<file path="config.mk">
export PLATFORM = sky130hd
export DESIGN_NAME = axi4lite_master
export DESIGN_NICKNAME = d
export VERILOG_FILES = /design/src/rtl/axi4lite_master.sv
export SDC_FILE = /design/constraint.sdc
export NUM_CORES = 1
export LEC_CHECK = 0
export CAP_MARGIN = 20
export CELL_PAD_IN_SITES_DETAIL_PLACEMENT = 0
export CELL_PAD_IN_SITES_GLOBAL_PLACEMENT = 1
export CORE_MARGIN = 1.5
export CORE_UTILIZATION = 30
export DETAILED_ROUTE_END_ITERATION = 8
export PLACE_DENSITY = 0.79
export REMOVE_ABC_BUFFERS = 1
export SLEW_MARGIN = 15
export SYNTH_ARGS = -nofsm -noshare
export SYNTH_HDL_FRONTEND = slang
export SYNTH_SLANG_ARGS = --single-unit
</file>
<file path="constraint.sdc">
create_clock -name A_CLK -period 5.29 [get_ports A_CLK]
set_input_delay 1.058 -clock A_CLK [delete_from_list [all_inputs] [get_ports A_CLK]]
set_output_delay 1.058 -clock A_CLK [all_outputs]
set_load 0.01 [all_outputs]
</file>
<file path="src/rtl/axi4lite_master.sv">
// AXI4-Lite master: turns single CMD requests into AW/W/B or AR/R transfers with one transfer in flight.
// Optional response timeout enabled by defining AXI_MASTER_TIMEOUT_EN.
module axi4lite_master #(
  parameter int unsigned AXI_ADDR_WIDTH = 32,
  parameter int unsigned AXI_DATA_WIDTH = 32,
  parameter int unsigned TIMEOUT_CYCLES = 256
) (
  input  logic                      A_CLK,
  input  logic                      A_RST,
  input  logic                      CMD_VALID,
  output logic                      CMD_READY,
  input  logic                      CMD_WRITE,
  input  logic [AXI_ADDR_WIDTH-1:0] CMD_ADDR,
  input  logic [AXI_DATA_WIDTH-1:0] CMD_WDATA,
  output logic                      RSP_VALID,
  input  logic                      RSP_READY,
  output logic [AXI_DATA_WIDTH-1:0] RSP_RDATA,
  output logic [1:0]                RSP_RESP,
  output logic                      AW_VALID,
  input  logic                      AW_READY,
  output logic [AXI_ADDR_WIDTH-1:0] AW_ADDR,
  output logic                      W_VALID,
  input  logic                      W_READY,
  output logic [AXI_DATA_WIDTH-1:0] W_DATA,
  input  logic                      B_VALID,
  output logic                      B_READY,
  input  logic [1:0]                B_RESP,
  output logic                      AR_VALID,
  input  logic                      AR_READY,
  output logic [AXI_ADDR_WIDTH-1:0] AR_ADDR,
  input  logic                      R_VALID,
  output logic                      R_READY,
  input  logic [AXI_DATA_WIDTH-1:0] R_DATA,
  input  logic [1:0]                R_RESP
);

  localparam logic [2:0] IDLE    = 3'd0;
  localparam logic [2:0] WR_REQ  = 3'd1;
  localparam logic [2:0] WR_RESP = 3'd2;
  localparam logic [2:0] RD_REQ  = 3'd3;
  localparam logic [2:0] RD_RESP = 3'd4;
  localparam logic [2:0] DONE    = 3'd5;

  localparam logic [1:0] RESP_TIMEOUT = 2'b11;

  logic [2:0]                state, state_nxt;
  logic                      cmd_ready_q, cmd_ready_nxt;
  logic                      rsp_valid_q, rsp_valid_nxt;
  logic [AXI_DATA_WIDTH-1:0] rsp_rdata_q, rsp_rdata_nxt;
  logic [1:0]                rsp_resp_q, rsp_resp_nxt;
  logic                      aw_valid_q, aw_valid_nxt;
  logic                      w_valid_q, w_valid_nxt;
  logic                      b_ready_q, b_ready_nxt;
  logic                      ar_valid_q, ar_valid_nxt;
  logic                      r_ready_q, r_ready_nxt;
  logic [AXI_ADDR_WIDTH-1:0] aw_addr_q, aw_addr_nxt;
  logic [AXI_DATA_WIDTH-1:0] w_data_q, w_data_nxt;
  logic [AXI_ADDR_WIDTH-1:0] ar_addr_q, ar_addr_nxt;

`ifdef AXI_MASTER_TIMEOUT_EN
  localparam int unsigned TMO_W = $clog2(TIMEOUT_CYCLES + 1);
  logic [TMO_W-1:0] tmo_cnt, tmo_cnt_nxt;
  logic             busy;
`endif

  // State and registered outputs
  always_ff @(posedge A_CLK or posedge A_RST) begin
    if (A_RST) begin
      state       <= IDLE;
      cmd_ready_q <= 1'b1;
      rsp_valid_q <= 1'b0;
      rsp_rdata_q <= '0;
      rsp_resp_q  <= 2'b00;
      aw_valid_q  <= 1'b0;
      w_valid_q   <= 1'b0;
      b_ready_q   <= 1'b0;
      ar_valid_q  <= 1'b0;
      r_ready_q   <= 1'b0;
      aw_addr_q   <= '0;
      w_data_q    <= '0;
      ar_addr_q   <= '0;
`ifdef AXI_MASTER_TIMEOUT_EN
      tmo_cnt     <= '0;
`endif
    end else begin
      state       <= state_nxt;
      cmd_ready_q <= cmd_ready_nxt;
      rsp_valid_q <= rsp_valid_nxt;
      rsp_rdata_q <= rsp_rdata_nxt;
      rsp_resp_q  <= rsp_resp_nxt;
      aw_valid_q  <= aw_valid_nxt;
      w_valid_q   <= w_valid_nxt;
      b_ready_q   <= b_ready_nxt;
      ar_valid_q  <= ar_valid_nxt;
      r_ready_q   <= r_ready_nxt;
      aw_addr_q   <= aw_addr_nxt;
      w_data_q    <= w_data_nxt;
      ar_addr_q   <= ar_addr_nxt;
`ifdef AXI_MASTER_TIMEOUT_EN
      tmo_cnt     <= tmo_cnt_nxt;
`endif
    end
  end

  // Next state and next output values; every next value depends only on registered state plus inputs
  always_comb begin
    state_nxt     = state;
    cmd_ready_nxt = cmd_ready_q;
    rsp_valid_nxt = rsp_valid_q;
    rsp_rdata_nxt = rsp_rdata_q;
    rsp_resp_nxt  = rsp_resp_q;
    aw_valid_nxt  = aw_valid_q;
    w_valid_nxt   = w_valid_q;
    b_ready_nxt   = b_ready_q;
    ar_valid_nxt  = ar_valid_q;
    r_ready_nxt   = r_ready_q;
    aw_addr_nxt   = aw_addr_q;
    w_data_nxt    = w_data_q;
    ar_addr_nxt   = ar_addr_q;

    case (state)
      IDLE: begin
        if (CMD_VALID) begin
          cmd_ready_nxt = 1'b0;
          if (CMD_WRITE) begin
            state_nxt    = WR_REQ;
            aw_valid_nxt = 1'b1;
            w_valid_nxt  = 1'b1;
            aw_addr_nxt  = CMD_ADDR;
            w_data_nxt   = CMD_WDATA;
          end else begin
            state_nxt    = RD_REQ;
            ar_valid_nxt = 1'b1;
            ar_addr_nxt  = CMD_ADDR;
          end
        end
      end
      // AW and W complete independently; a low VALID here means that channel is already done
      WR_REQ: begin
        if (aw_valid_q && AW_READY) aw_valid_nxt = 1'b0;
        if (w_valid_q && W_READY)   w_valid_nxt  = 1'b0;
        if (!aw_valid_nxt && !w_valid_nxt) begin
          state_nxt   = WR_RESP;
          b_ready_nxt = 1'b1;
        end
      end
      WR_RESP: begin
        if (B_VALID) begin
          state_nxt     = DONE;
          b_ready_nxt   = 1'b0;
          rsp_valid_nxt = 1'b1;
          rsp_resp_nxt  = B_RESP;
          rsp_rdata_nxt = '0;
        end
      end
      RD_REQ: begin
        if (AR_READY) begin
          state_nxt    = RD_RESP;
          ar_valid_nxt = 1'b0;
          r_ready_nxt  = 1'b1;
        end
      end
      RD_RESP: begin
        if (R_VALID) begin
          state_nxt     = DONE;
          r_ready_nxt   = 1'b0;
          rsp_valid_nxt = 1'b1;
          rsp_resp_nxt  = R_RESP;
          rsp_rdata_nxt = R_DATA;
        end
      end
      DONE: begin
        if (RSP_READY) begin
          state_nxt     = IDLE;
          rsp_valid_nxt = 1'b0;
          cmd_ready_nxt = 1'b1;
        end
      end
      default: begin
        state_nxt     = IDLE;
        cmd_ready_nxt = 1'b1;
      end
    endcase

`ifdef AXI_MASTER_TIMEOUT_EN
    busy        = (state == WR_REQ) || (state == WR_RESP) ||
                  (state == RD_REQ) || (state == RD_RESP);
    tmo_cnt_nxt = busy ? tmo_cnt + TMO_W'(1) : '0;
    // Only fires when no handshake moved the FSM on this cycle
    if (busy && (state_nxt == state) && (tmo_cnt == TMO_W'(TIMEOUT_CYCLES - 1))) begin
      state_nxt     = DONE;
      aw_valid_nxt  = 1'b0;
      w_valid_nxt   = 1'b0;
      b_ready_nxt   = 1'b0;
      ar_valid_nxt  = 1'b0;
      r_ready_nxt   = 1'b0;
      rsp_valid_nxt = 1'b1;
      rsp_resp_nxt  = RESP_TIMEOUT;
      rsp_rdata_nxt = '0;
    end
`endif
  end

  assign CMD_READY = cmd_ready_q;
  assign RSP_VALID = rsp_valid_q;
  assign RSP_RDATA = rsp_rdata_q;
  assign RSP_RESP  = rsp_resp_q;
  assign AW_VALID  = aw_valid_q;
  assign AW_ADDR   = aw_addr_q;
  assign W_VALID   = w_valid_q;
  assign W_DATA    = w_data_q;
  assign B_READY   = b_ready_q;
  assign AR_VALID  = ar_valid_q;
  assign AR_ADDR   = ar_addr_q;
  assign R_READY   = r_ready_q;

endmodule

</file>
==> impl_metrics.yaml <==
timing:
  max_freq_mhz: 344.9
  post-route-period-util_pct: 54.82
  hold_viol: 0
  setup_viol: 0
  relSlewSlack_pct: 28.86
  period_minus_slack_ns: 2.900
  worst_pin_slew_ns: 1.067
  finalClockSkew_ns: 0.01027
  final.setup.tns_ns: 0
  fin_ws_ns: 2.390
  rsz0062_at_grt: "false"
  drv_slew: 0
critical_path:
  startpoint_type: "primary input"
  r2r_start: "state[2]"
  r2r_slack_ns: 2.77
  slowest_stage: "nor3_4"
  crit_family: "buffers and inverters"
  cp-startpoint: "CMD_VALID"
  crit_type: "in -> reg"
  worst_ep_arrival_time_ns: 3.19
  crit_buf_inv: 2
  crit_chain: "clkdlybuf4s50_1 -> nand2_1 -> nor3_4 -> buf_4 -> mux2_2"
  reg2reg_to: "AW_ADDR[16]"
  path_max_fanout: 18
  endpoint_kind: "flip-flop"
  critPathRequiredTime_ns: 5.58
  reg2reg_depth: 4
  cpPeakStageDelay_ns: 0.64
cells_and_area:
  syn_to_final_growth_pct: 59.70
  ff_latch_area_mm2: 0.003505
  final_area_mm2: 0.008782
  drive_gt1_share_pct: 20.66
  nets: 707
  multi_input_area_mm2: 0.001826
  final_util_pct: 48.89
  n_fill_cell: 1545
  fin_cells: 839
  diodes: 0
yosys:
  synth-seq-cells: 140
  synth_top_area_cell: "dfrtp_1"
  ys_seq_area_share_pct: 63.73
  synth_top_area_share_pct: 63.25
  ys_types: 29
  synth_edf_count: 0
  synth.area.top_cells: "dfrtp_1 63%, mux2_4 10%, mux2_2 9.6%"
  async_reset_ff_share_pct: 100.0
  synth_flop_cell: "dfrtp_1"
  ys.warnings.count: 0
  synth_cells: 348
  avgSynthCellArea_um2: 15.80
  mappedNetlistArea_mm2: 0.005499
placed_design:
  placed_cell_area_mm2: 0.008135
  gp_congestion: 0.7882
  pre_cts_ws_ns: 1.852
  dp.cells: 806
  portBuffers: 246
  place_hpwl_um: 10150
floorplan:
  die_height_um: 138.4
  start_util_pct: 30.61
  dieWidth_um: 138.4
  rows: 49
  num_io_pins: 247
  dieArea_mm2: 0.01915
  core_mm2: 0.01796
routing:
  drc: 0
  finalWirelength_um: 14370
  drt_iter0_drc: 167
  via_per_inst: 4.627
  wl_per_cell_um: 17.12
  detail-route-antenna-nets: 0
  vias: 3882
  firstDrtPassIters: 4
grt:
  antenna_found_initial: 0
  grt_pass1_vias: 4234
  grt_usage_pct: 15.28
  grt_pass1_wl_um: 23090
  grt_max_degree: 65
  overflow: 0
worst_hold_path:
  worstHoldEndpoint: "CMD_READY"
  min_from: "CMD_READY"
  hold_class: "reg -> reg"
  hold_path_depth: 2
clock_tree:
  clkSinkCount: 140
  cts_buffers: 17
  clk_pin_slew_ns: 0.06
  h-tree-depth: 4
  postCtsSetupRepairBufs: 0
  tritoncts: "yes"
  clock_latency_ns: 0.41
  holdBufCountCts: 0
  clock_tree.buffer_depth: 2
  cts-root-buf: "clkbuf_16"
  ctsResizeCount: 0
job:
  maxCapViolations: 0
status:
  status: "finished, final reports clean"
pwr:
  leakage_uw: 0.003859
  ir_worst_vdd_uv: 292.7
  p_per_area_mw_per_mm2: 608.5
per-layer routing:
metal / up-vias / routed length (µm) / track usage [%]
met4: 0 / 270 / 6.150
met3: 25 / 1245 / 5.888
met1: 1906 / 5848 / 17.69
li1: 1753 / - / -
met5: - / 0 / 0
met2: 198 / 7000 / 25.48
power breakdown:
part | switching [µW] | internal (µW) | total, µW
registers | 321 | 1570 | 1890
logic | 781 | 1400 | 2180
clock network | 461 | 805 | 1270
worst reg2reg max path, cell delays in order (launching register included):
cell     delay [ns]
dfrtp_1        0.67
nor2_2         0.14
nand4_1        0.26
buf_4          0.88
mux2_2         0.46
Yosys cell counts (2+ instances only):
cell type and count:
a21oi_1 5, a22o_1 32, a32oi_1 2, buf_2 10, buf_6 7, clkbuf_1 3, dfrtp_1 139, inv_1 6
mux2_1 11, mux2_2 47, mux2_4 38, mux2i_1 3, nand2_1 9, nand2b_1 3, nand3b_1 3, nor2_1 6
o21ai_0 10, o22a_1 3
registers in the layout (all words and copies together), names as in the netlist:
register   cells
R_READY        1
AW_VALID       1
state          3
RSP_VALID      1
AR_VALID       1
W_VALID        1
RSP_RDATA     32
RSP_RESP       2
B_READY        1
W_DATA        32
AR_ADDR       32
CMD_READY      1
AW_ADDR       32
worst max-delay path by stage:
stage | end | cells past startpoint | slack, ns
CTS | AR_ADDR[13] | 5 | 2.30
global placement | AR_ADDR[10] | 5 | 1.92
finish | AR_ADDR[13] | 5 | 2.39
global route | AR_ADDR[13] | 5 | 2.25
floorplan | AR_ADDR[0] | 1 | 0.48
detailed placement | AR_ADDR[27] | 5 | 1.85
cells in the final DEF (no fill, tap or decap), types with 3 or more instances in the layout:
| cell | count |
|---|---|
| clkdlybuf4s50_1 | 246 |
| dfrtp_1 | 139 |
| mux2_2 | 47 |
| mux2_4 | 38 |
| a22o_1 | 32 |
| clkbuf_16 | 17 |
| mux2_1 | 11 |
| o21ai_0 | 10 |
| nand2_1 | 9 |
| nor2_1 | 6 |
| inv_1 | 5 |
| a21oi_1 | 5 |
| inv_6 | 4 |
| bufinv_16 | 4 |
| buf_4 | 4 |
| nand3b_1 | 3 |
| nand2b_1 | 3 |
| o22a_1 | 3 |
| mux2i_1 | 3 |
| clkinvlp_4 | 3 |
layout make-up:
cell class                 count  area share (%)
sequential                   140           39.91
timing repair buffer         251           28.55
multi-input combinational    181           20.79
clock buffer                  19           5.043
tap                          229           3.263
clock inverter                13           2.137
inverter                       6          0.3134
through the flow:
| step | hold WS (ns) | power (µW) |
|---|---|---|
| 4_1_cts | 0.4796 | 5420 |
| 5_1_grt | 0.4980 | 5642 |
| 3_5_place_dp | 0.4706 | 4110 |
| 2_1_floorplan | 0.4724 | 2834 |
| 6_report | 0.4791 | 5344 |
| 3_3_place_gp | 0.4643 | 4049 |
cell families (layout without fill, tap and decap cells):
logic type | count (synthesis) | after routing | share of synthesized area [%]
flip-flops | 140 | 140 | 63.73
multiplexers | 99 | 99 | 22.80
AO/OA/AOI/OAI | 57 | 57 | 7.964
buffers and inverters | 27 | 289 | 3.095
AND/OR/NAND/NOR | 25 | 25 | 2.412
No activity file was read; power rests on OpenSTA's default activity.
